### config.mk
export PLATFORM = sky130hd
export DESIGN_NAME = mod_exp_ctrl
export DESIGN_NICKNAME = d
export VERILOG_FILES = /design/src/rtl/mod_exp_pkg.sv /design/src/rtl/mod_exp_ctrl_mm_issue.sv /design/src/rtl/mod_exp_ctrl.sv
export SDC_FILE = /design/constraint.sdc
export NUM_CORES = 1
export LEC_CHECK = 0
export CAP_MARGIN = 20
export CORE_MARGIN = 10
export CORE_UTILIZATION = 35
export DETAILED_ROUTE_END_ITERATION = 8
export GPL_TIMING_DRIVEN = 1
export PLACE_DENSITY = 0.65
export SLEW_MARGIN = 20
export SYNTH_ARGS = -nofsm -noshare
export SYNTH_HDL_FRONTEND = slang
export SYNTH_SLANG_ARGS = --single-unit
### constraint.sdc
create_clock -name i_clk -period 22.9 [get_ports i_clk]
set_input_delay 6.87 -clock i_clk [delete_from_list [all_inputs] [get_ports i_clk]]
set_output_delay 6.87 -clock i_clk [all_outputs]
set_load 0.005 [all_outputs]
### src/rtl/mod_exp_pkg.sv
// Shared types and defaults for the modular exponentiation sequencer.
// Build option MODEXP_SKIP_LEADING_ZEROS_EN is consumed by mod_exp_ctrl.
package mod_exp_pkg;

  localparam int DEF_BITS     = 32;
  localparam int DEF_N_BITS   = 6;
  localparam int DEF_EXP_BITS = 32;

  typedef enum logic [3:0] {
    ST_IDLE      = 4'd0,
    ST_CONV_BASE = 4'd1,
    ST_CONV_ONE  = 4'd2,
    ST_SQUARE    = 4'd3,
    ST_MULT      = 4'd4,
    ST_NEXT_BIT  = 4'd5,
    ST_CONV_OUT  = 4'd6,
    ST_FIX       = 4'd7,
    ST_DONE      = 4'd8
  } state_t;

  typedef enum logic [2:0] {
    SEL_ONE  = 3'd0,
    SEL_R2   = 3'd1,
    SEL_ACC  = 3'd2,
    SEL_XB   = 3'd3,
    SEL_BASE = 3'd4
  } opsel_t;

  typedef enum logic [1:0] {
    PH_IDLE  = 2'd0,
    PH_ISSUE = 2'd1,
    PH_WAIT  = 2'd2
  } mm_phase_t;

endpackage

### src/rtl/mod_exp_ctrl_mm_issue.sv
// ISSUE/WAIT handshake toward the Montgomery multiplier: holds operands,
// pulses mm_start once, captures mm_y on mm_done and flags op_done.
module mod_exp_ctrl_mm_issue
  import mod_exp_pkg::*;
#(
  parameter int BITS = DEF_BITS
) (
  input  logic            i_clk,
  input  logic            i_reset,
  input  logic            i_go,
  input  logic [BITS-1:0] i_a,
  input  logic [BITS-1:0] i_b,
  input  logic [BITS-1:0] i_mm_y,
  input  logic            i_mm_done,
  output logic            o_mm_start,
  output logic [BITS-1:0] o_mm_a,
  output logic [BITS-1:0] o_mm_b,
  output logic            o_idle,
  output logic            o_op_done,
  output logic [BITS-1:0] o_y
);

  mm_phase_t       r_phase;
  logic            r_op_done;
  logic [BITS-1:0] r_a;
  logic [BITS-1:0] r_b;
  logic [BITS-1:0] r_y;

  always_ff @(posedge i_clk or posedge i_reset) begin
    if (i_reset) begin
      r_phase   <= PH_IDLE;
      r_op_done <= 1'b0;
      r_a       <= '0;
      r_b       <= '0;
      r_y       <= '0;
    end else begin
      r_op_done <= 1'b0;
      case (r_phase)
        PH_IDLE: begin
          if (i_go) begin
            r_a     <= i_a;
            r_b     <= i_b;
            r_phase <= PH_ISSUE;
          end
        end
        PH_ISSUE: r_phase <= PH_WAIT;
        // mm_done in any other phase is deliberately dropped
        PH_WAIT: begin
          if (i_mm_done) begin
            r_y       <= i_mm_y;
            r_op_done <= 1'b1;
            r_phase   <= PH_IDLE;
          end
        end
        default: r_phase <= PH_IDLE;
      endcase
    end
  end

  assign o_mm_start = (r_phase == PH_ISSUE);
  assign o_mm_a     = r_a;
  assign o_mm_b     = r_b;
  assign o_idle     = (r_phase == PH_IDLE);
  assign o_op_done  = r_op_done;
  assign o_y        = r_y;

endmodule

### src/rtl/mod_exp_ctrl.sv
// Square-and-multiply Montgomery exponentiation sequencer (base^exp mod N).
// Define MODEXP_SKIP_LEADING_ZEROS_EN to start the bit scan at the exponent MSB.
module mod_exp_ctrl
  import mod_exp_pkg::*;
#(
  parameter int BITS     = DEF_BITS,
  parameter int N_BITS   = DEF_N_BITS,
  parameter int EXP_BITS = DEF_EXP_BITS
) (
  input  logic                i_clk,
  input  logic                i_reset,
  input  logic                i_start,
  input  logic [BITS-1:0]     i_base,
  input  logic [EXP_BITS-1:0] i_exponent,
  input  logic [BITS-1:0]     i_modulus,
  input  logic [BITS-1:0]     i_r2_mod,
  output logic                o_mm_start,
  output logic [BITS-1:0]     o_mm_a,
  output logic [BITS-1:0]     o_mm_b,
  input  logic [BITS-1:0]     i_mm_y,
  input  logic                i_mm_done,
  output logic [BITS-1:0]     o_result,
  output logic                o_done,
  output logic                o_busy,
  output logic                o_err
);

  localparam int KW = (EXP_BITS > 1) ? $clog2(EXP_BITS) : 1;
  localparam logic [KW-1:0] K_TOP = KW'(EXP_BITS - 1);

  // R = 2^N_BITS must be representable and the caller keeps modulus < R
  if (N_BITS < 1 || N_BITS > BITS) begin : g_bad_n_bits
    $error("mod_exp_ctrl: N_BITS must lie in 1..BITS");
  end

  state_t r_state;
  state_t w_next;

  logic [BITS-1:0]     r_base;
  logic [EXP_BITS-1:0] r_exp;
  logic [BITS-1:0]     r_mod;
  logic [BITS-1:0]     r_r2;
  logic [BITS-1:0]     r_xb;
  logic [BITS-1:0]     r_acc;
  logic [BITS-1:0]     r_result;
  logic                r_err;
  logic [KW-1:0]       r_k;

  opsel_t          w_sel_a;
  opsel_t          w_sel_b;
  logic [BITS-1:0] w_a;
  logic [BITS-1:0] w_b;
  logic            w_go;
  logic            w_mm_idle;
  logic            w_op_done;
  logic [BITS-1:0] w_y;
  logic            w_issue_ok;
  logic            w_latch;
  logic            w_cap_xb;
  logic            w_cap_acc;
  logic            w_load_k;
  logic            w_dec_k;
  logic            w_even;
  logic            w_fix;
  logic [KW-1:0]   w_k_init;

`ifdef MODEXP_SKIP_LEADING_ZEROS_EN
  logic [KW-1:0] w_msb;

  always_comb begin
    w_msb = '0;
    for (int i = 0; i < EXP_BITS; i++) begin
      if (r_exp[i]) w_msb = KW'(i);
    end
  end
`endif

  function automatic logic [BITS-1:0] sel_operand(input opsel_t sel,
                                                  input logic [BITS-1:0] acc,
                                                  input logic [BITS-1:0] xb,
                                                  input logic [BITS-1:0] r2,
                                                  input logic [BITS-1:0] base);
    case (sel)
      SEL_R2:   return r2;
      SEL_ACC:  return acc;
      SEL_XB:   return xb;
      SEL_BASE: return base;
      default:  return BITS'(1);
    endcase
  endfunction

  // A new op may only be issued once the previous result has been consumed
  assign w_issue_ok = w_mm_idle & ~w_op_done;

  always_ff @(posedge i_clk or posedge i_reset) begin
    if (i_reset) r_state <= ST_IDLE;
    else         r_state <= w_next;
  end

  always_comb begin
    w_next    = r_state;
    w_sel_a   = SEL_ONE;
    w_sel_b   = SEL_ONE;
    w_go      = 1'b0;
    w_latch   = 1'b0;
    w_cap_xb  = 1'b0;
    w_cap_acc = 1'b0;
    w_load_k  = 1'b0;
    w_dec_k   = 1'b0;
    w_even    = 1'b0;
    w_fix     = 1'b0;
    w_k_init  = K_TOP;
    case (r_state)
      ST_IDLE: begin
        if (i_start) begin
          w_latch = 1'b1;
          w_next  = ST_CONV_BASE;
        end
      end
      ST_CONV_BASE: begin
        w_sel_a = SEL_BASE;
        w_sel_b = SEL_R2;
        if (!r_mod[0]) begin
          w_even = 1'b1;
          w_next = ST_DONE;
        end else begin
          w_go = w_issue_ok;
          if (w_op_done) begin
            w_cap_xb = 1'b1;
            w_next   = ST_CONV_ONE;
          end
        end
      end
      ST_CONV_ONE: begin
        w_sel_a = SEL_ONE;
        w_sel_b = SEL_R2;
        w_go    = w_issue_ok;
        if (w_op_done) begin
          w_cap_acc = 1'b1;
`ifdef MODEXP_SKIP_LEADING_ZEROS_EN
          if (r_exp == '0) begin
            w_next = ST_CONV_OUT;
          end else begin
            w_load_k = 1'b1;
            w_k_init = w_msb;
            w_next   = ST_SQUARE;
          end
`else
          w_load_k = 1'b1;
          w_next   = ST_SQUARE;
`endif
        end
      end
      ST_SQUARE: begin
        w_sel_a = SEL_ACC;
        w_sel_b = SEL_ACC;
        w_go    = w_issue_ok;
        if (w_op_done) begin
          w_cap_acc = 1'b1;
          w_next    = r_exp[r_k] ? ST_MULT : ST_NEXT_BIT;
        end
      end
      ST_MULT: begin
        w_sel_a = SEL_ACC;
        w_sel_b = SEL_XB;
        w_go    = w_issue_ok;
        if (w_op_done) begin
          w_cap_acc = 1'b1;
          w_next    = ST_NEXT_BIT;
        end
      end
      ST_NEXT_BIT: begin
        if (r_k == '0) begin
          w_next = ST_CONV_OUT;
        end else begin
          w_dec_k = 1'b1;
          w_next  = ST_SQUARE;
        end
      end
      ST_CONV_OUT: begin
        w_sel_a = SEL_ACC;
        w_sel_b = SEL_ONE;
        w_go    = w_issue_ok;
        if (w_op_done) begin
          w_cap_acc = 1'b1;
          w_next    = ST_FIX;
        end
      end
      ST_FIX: begin
        w_fix  = 1'b1;
        w_next = ST_DONE;
      end
      ST_DONE: w_next = ST_IDLE;
      default: w_next = ST_IDLE;
    endcase
  end

  always_ff @(posedge i_clk or posedge i_reset) begin
    if (i_reset) begin
      r_base   <= '0;
      r_exp    <= '0;
      r_mod    <= '0;
      r_r2     <= '0;
      r_xb     <= '0;
      r_acc    <= '0;
      r_result <= '0;
      r_err    <= 1'b0;
      r_k      <= '0;
    end else begin
      if (w_latch) begin
        r_base <= i_base;
        r_exp  <= i_exponent;
        r_mod  <= i_modulus;
        r_r2   <= i_r2_mod;
        r_err  <= 1'b0;
      end
      if (w_cap_xb)  r_xb  <= w_y;
      if (w_cap_acc) r_acc <= w_y;
      if (w_load_k)     r_k <= w_k_init;
      else if (w_dec_k) r_k <= r_k - KW'(1);
      if (w_even) begin
        r_result <= '0;
        r_err    <= 1'b1;
      end
      // acc stays below 2N through the loop, so one subtraction fully reduces
      if (w_fix) r_result <= (r_acc >= r_mod) ? (r_acc - r_mod) : r_acc;
    end
  end

  assign w_a = sel_operand(w_sel_a, r_acc, r_xb, r_r2, r_base);
  assign w_b = sel_operand(w_sel_b, r_acc, r_xb, r_r2, r_base);

  mod_exp_ctrl_mm_issue #(.BITS(BITS)) u_mm_issue (
    .i_clk      (i_clk),
    .i_reset    (i_reset),
    .i_go       (w_go),
    .i_a        (w_a),
    .i_b        (w_b),
    .i_mm_y     (i_mm_y),
    .i_mm_done  (i_mm_done),
    .o_mm_start (o_mm_start),
    .o_mm_a     (o_mm_a),
    .o_mm_b     (o_mm_b),
    .o_idle     (w_mm_idle),
    .o_op_done  (w_op_done),
    .o_y        (w_y)
  );

  assign o_result = r_result;
  assign o_err    = r_err;
  assign o_done   = (r_state == ST_DONE);
  assign o_busy   = (r_state != ST_IDLE) && (r_state != ST_DONE);

endmodule
==> results.ini <==
[floorplanning]
initial_utilization_pct=35.6
die_y_um=230
core_um2=43300
dieArea_um2=52800
die_w_um=230
row_count=76
io_pins=264

[timing]
report.final.slew_viol_count=0
hold_viol=0
rsz0062_at_grt=no
worst_pin_slew_ps=1080
fin_setup_tns_ps=0
fin_skew_ps=12.7
relSlewSlack_pct=27.9
timing.final.crit_share_pct=39.4
setup_viol=0
setup_slack_ps=13880
fmax_mhz=111
fin_crit_ps=9020

[critical_path]
worstPathCellList=nor3_1 -> and2_1 -> clkdlybuf4s50_1
r2r_cells=12
cp_slowest_stage_delay_ps=540
crit_type=reg2out
critPathSlowestCell=dfrtp_1
r2r_slack_ps=19330
critPathCapture=o_done
worstPathRequired_ps=16030
cp_max_fo=15
rr_endpoint=o_result[13]
cp-startpoint=r_state[0]
start_kind=flop
worstReg2RegStart=r_mod[0]
worstSetupEndpointType=output port
cp_data_arrival_time_ps=2150

[finish]
multi_input_area_um2=6630
area_delta_synth_final_pct=29.7
nets=1789
regArea_um2=8330
drive_gt1_share_pct=18.4
post-route-util_pct=46.2
n_fill_cell=3986

[synthesis]
synthesis.nets=1552
synth_area_um2=15400
synth_edf_count=0
synth_warnings=0
syn_inst=1352
async_flop_share_pct=100
ys_seq_area_share_pct=54.1
ys_types=60
ys.flop_type=dfrtp_1
syn_avg_cell_area_um2=11.4
ys_seq_elements=333

[routing]
wl_mm=47.0
ant_nets=0
drt_first_pass_iters=5
wire_per_inst_um=21.3
post-route-drc-count=0
avgViaCountPerCell=5.25
vias=11578
drt-initial-drc-count=1066

[clocking]
clkTransAtPathRegs_ps=60
worstSkewPairLatency_ps=540
cts_root_buffer=clkbuf_16
cts.repair.resized=0
post_cts_buffers=0
cts_made_buffers=39
hold_buffers=0
cts_tree=built
clock-sinks=333
cts-htree-levels=2
cts_buffer_depth=3

[power_and_ir_drop]
vdd_ir_drop_max_v=0.0000982
leakagePower_nw=8.79
p_switching_mw=1.13
p_int_mw=1.85
pwr_density_cell_nw_per_um2=149
p_clk_share_pct=22.2
p_total_mw=2.98
combPwrFrac_pct=43.5
pwr-share-seq_pct=34.3
netSwitchingFraction_pct=38.1

[placed_design]
gp_congestion=0.848
place_hpwl_mm=32.4
io_buffers=263
place_ws_ps=13000

[global_routing]
overflow=0
grt_pass1_wl_mm=72.4
grt_antenna_before_repair=7
grt_pass1_vias=12219
track_usage_pct=17.4
grt_max_degree=124

[worst_hold_path]
holdPathStages=1
hold_path_class=reg2reg

[job]
maxCapViolCount=0

[outcome]
outcome=completed

[cell families (layout without fill, tap and decap cells)]
family | count (synthesis) | in the layout | share of synthesized area [%]
xor gates and xnor gates | 30 | 30 | 1.70
DFF | 333 | 333 | 54.1
adders and majority gates | 36 | 36 | 2.97
muxes | 209 | 209 | 15.9
AOI/OAI and AO/OA | 301 | 301 | 13.3
and+or+nand+nor | 316 | 316 | 8.75
buffers and inverters | 127 | 394 | 3.24
other | 0 | 2 | 0
[cells in the mapped netlist (all sizes together) (10+ instances only)]
master | instances | area share (%)
nand3 | 10 | 0.36
a21o | 16 | 0.78
clkbuf | 63 | 1.5
nor3 | 12 | 0.39
inv | 47 | 1.1
mux2 | 191 | 14
nand2 | 217 | 5.3
xnor2 | 18 | 1.0
o31ai | 33 | 1.6
buf | 17 | 0.56
mux4 | 10 | 1.5
nor2 | 36 | 0.88
a21oi | 55 | 1.8
dfrtp | 333 | 54
a22oi | 33 | 1.6
o21ai | 88 | 2.9
ha | 35 | 2.8
a32oi | 13 | 0.74
a222oi | 31 | 2.0
xor2 | 12 | 0.68
[power by group through the flow]
stage | Sequential, mW | Clock (mW) | Combinational (mW)
2_1_floorplan | 0.957 | 0 | 0.914
3_3_place_gp | 1.02 | 0 | 1.28
3_5_place_dp | 1.03 | 0 | 1.30
4_1_cts | 1.02 | 0.675 | 1.31
5_1_grt | 1.06 | 0.699 | 1.43
6_report | 1.02 | 0.662 | 1.30
[worst min-delay path by stage]
| stage | end | slack (ps) | start |
|---|---|---|---|
| global route | o_err | 490 | o_err |
| global placement | u_mm_issue.o_mm_a[9] | 460 | u_mm_issue.o_mm_a[9] |
| CTS | o_err | 480 | o_err |
| detailed placement | o_err | 470 | o_err |
| finish | o_err | 470 | o_err |
| floorplan | u_mm_issue.o_y[10] | 460 | u_mm_issue.o_y[10] |
[registers in the layout, summed over array words and instances (netlist names)]
register and flops:
r_mod 32, u_mm_issue.r_phase 2, r_k 5, r_state 4
r_base 32, u_mm_issue.o_mm_b 32, r_acc 32, u_mm_issue.o_mm_a 32
r_exp 32, o_err 1, u_mm_issue.o_op_done 1, r_r2 32
u_mm_issue.o_y 32, r_xb 32, o_result 32
[placed cells by master, fill, tap and decap left out, types with 13 or more instances in the layout]
cell and n:
a32oi_1 13, mux2_2 184, nand2_1 216, o21ai_1 31, a21oi_1 54, inv_1 45, o21ai_0 54, a22oi_1 33
nor2_1 35, clkdlybuf4s50_1 263, o31ai_1 33, ha_1 33, dfrtp_1 333, a21o_1 16, xnor2_1 18, a222oi_1 31
clkbuf_16 41
[area by class of cell]
type,instances,share of cell area (%)
antenna,2,0.0250
clock buffer,58,5.90
clock inverter,13,0.982
inverter,47,0.920
multi-input combinational,892,33.1
sequential,333,41.7
tap,585,3.66
timing repair buffer,276,13.7
[stage by stage]
step                      cells  cell area [µm²]  hold slack, ps
after floorplan            1352            15400             457
after global placement     2133            18600             459
after detailed placement   2133            18600             465
after CTS                  2204            20000             478
after global routing       2205            20000             494
final                      2206            20000             474
[layer usage]
metal,global-route usage [%],up-vias,routed length [µm]
met1,22.0,5846,20400
li1,-,5343,-
met4,5.36,10,1070
met2,28.8,305,22800
met5,0,-,57
met3,4.17,74,2690
[critical path: cells and delay by family, from the launching register on]
family	cells	cell delay, ps
and+or+nand+nor	2	570
buffers and inverters	1	510
DFF	1	540
(Power assumes the default switching activity.)
==> patch: new RTL, same settings <==
Make the reset (`i_reset`) synchronous in 3 clocked blocks.
--- a/src/rtl/mod_exp_ctrl_mm_issue.sv
+++ b/src/rtl/mod_exp_ctrl_mm_issue.sv
@@ -26,7 +26,7 @@
   logic [BITS-1:0] r_b;
   logic [BITS-1:0] r_y;
 
-  always_ff @(posedge i_clk or posedge i_reset) begin
+  always_ff @(posedge i_clk) begin
     if (i_reset) begin
       r_phase   <= PH_IDLE;
       r_op_done <= 1'b0;
--- a/src/rtl/mod_exp_ctrl.sv
+++ b/src/rtl/mod_exp_ctrl.sv
@@ -92,7 +92,7 @@
   // A new op may only be issued once the previous result has been consumed
   assign w_issue_ok = w_mm_idle & ~w_op_done;
 
-  always_ff @(posedge i_clk or posedge i_reset) begin
+  always_ff @(posedge i_clk) begin
     if (i_reset) r_state <= ST_IDLE;
     else         r_state <= w_next;
   end
@@ -195,7 +195,7 @@
     endcase
   end
 
-  always_ff @(posedge i_clk or posedge i_reset) begin
+  always_ff @(posedge i_clk) begin
     if (i_reset) begin
       r_base   <= '0;
       r_exp    <= '0;
Formal check against the unedited RTL: differs if i_reset is asserted again (counterexample within 4 cycles, from zero or initial values and one cycle with i_reset high); with i_reset held inactive, the same outputs for 4 cycles.
==> patch against the unedited design <==
- first-iteration DRC count down 5.8%
- sequential cell count is the same
- synthesized area is 7.0% lower
- count of clock-buffer cells in the layout is 6 lower
- wire length grew 4.6%
- setup slack gained 170 ps
- cell area is 7.3% lower
- largest cell class is now multi-input gates
Power is not compared: it rests on default switching activity, and its combinational part moved more than twofold at a synthesized area within 25%.
==> patch: results (changes against the unedited design) <==
- Total clock buffers created by CTS: 37 (-5.1%)
- Share of layout cells above drive strength 1: 5.30% (-13 points)
- Transition at the pin with the smallest max-transition slack: 1100 ps (+23.7 ps)
- Largest net degree at the start of global routing: 114 (-8.1%)
- Ys async rst share: 0% (-100 points)
- Fill cell count: 4063 (+1.9%)
- Vias in the first global route: 12800 (+5.2%)
- Largest cells by area after synthesis: dfxtp_1 46%, nand2_1 14%, a21oi_1 10%
- Drt via density: 5.19 (-1.1%)
- Net count after synthesis: 2016 (+30%)
- Crit-path max FO: 13 (-2)
- Global-route wire length before repair: 74.9 mm (+3.5%)
- Number of antenna violations at the first check in global routing: 5 (-2)
- Commonest register cell after synthesis: dfxtp_1
- Post-detail-place hpwl: 34.9 mm (+7.6%)
- Detailed-router iteration count before antenna repair: 8 (+3)
- GRT Total Usage: 18.9% (+1.5 points)
- Placed cell area: 0.0173 mm² (-6.8%)
- Post-route clock skew: 15.0 ps (+2.28 ps)
- Count of distinct cell types in the synthesized netlist: 63 (+5.0%)
- Clock slew seen by the registers of the worst setup and hold paths: 60 ps (about the same)
- Run status: completed
- Sequential area share after synthesis: 46.5% (-7.6 points)
- Arrival time at the worst endpoint: 1980 ps (-170 ps)
- Iteration-0 DRC Markers: 1004 (-5.8%)
- # nets final: 2210 (+24%)
- Final RePlAce weighted congestion: 0.869 (+2.5%)
patch: cell types whose count changed in the layout (fill, tap and decap cells not counted), sizes merged, moves of 32 or more:
cell	delta
a21oi	+238
dfrtp	-333
dfxtp	+333
mux2	-190
nand2	+326
nor2	+62
o31ai	-32
patch: metal layers:
layer  vias to the layer above  track usage [%]  part of all wire, %  routed length [µm]
met5                         -                0                0.085                  42
met4                         8             4.93                  1.5                 752
met3                        55             5.20                  7.5                3680
met2                       396             30.3                   46               22400
met1                      6299             24.4                   45               22300
li1                       6572                -                    -                   -
patch: final timing paths:
path | startpoint | to | slack [ps] | cells after the start
min reg2reg | r_exp[15]$_SDFFE_PP0P_ | r_exp[15]$_SDFFE_PP0P_ | 450 | 2
max | r_state[1]$_SDFFE_PP0P_ | o_done | 14050 | 3
max reg2reg | r_mod[0]$_SDFFE_PP0P_ | o_result[6]$_SDFFE_PP0N_ | 19350 | 12
min | r_exp[15]$_SDFFE_PP0P_ | r_exp[15]$_SDFFE_PP0P_ | 450 | 2
patch: area by class of cell:
| type | count | area [µm²] | share of cell area (%) |
|---|---|---|---|
| repair buffers | 282 | 2780 | 15.0 |
| flip-flops and latches | 333 | 6670 | 36.0 |
| multi-input cells | 1308 | 7040 | 38.0 |
| well taps | 532 | 666 | 3.59 |
| clock buffers | 52 | 1080 | 5.84 |
| inverters | 48 | 180 | 0.972 |
| diodes | 1 | 2.50 | 0.0135 |
| clock inverters | 13 | 110 | 0.594 |
patch: critical path, stage by stage, from the launching register on:
cell and delay [ps]:
dfxtp_1 440, nor3_1 260, and2_1 160, clkdlybuf4s50_1 580
patch: power breakdown:
part	leakage [nW]	switching [W]	internal, W	total (W)
combinational	3.25	0.000301	0.000177	0.000477
sequential	2.70	0.0000382	0.000634	0.000672
clock	0.582	0.000245	0.000342	0.000587
total	6.53	0.000584	0.00115	0.00174
patch: metrics by stage:
step                instances  total power (W)  worst slack [ps]
floorplan                1816          0.00101             14950
global placement         2503          0.00115             13730
detailed placement       2503          0.00116             13640
CTS                      2568          0.00175             14030
global route             2568          0.00183             13880
finish                   2569          0.00174             14050
patch: logic make-up after synthesis:
kind of cell	share of synthesized area, %
AO/OA/AOI/OAI	20.9
multiplexers	3.32
adder cells (fa/ha/maj)	3.19
buffers and inverters	4.82
flip-flops	46.5
AND/OR/NAND/NOR	19.5
XOR/XNOR	1.83
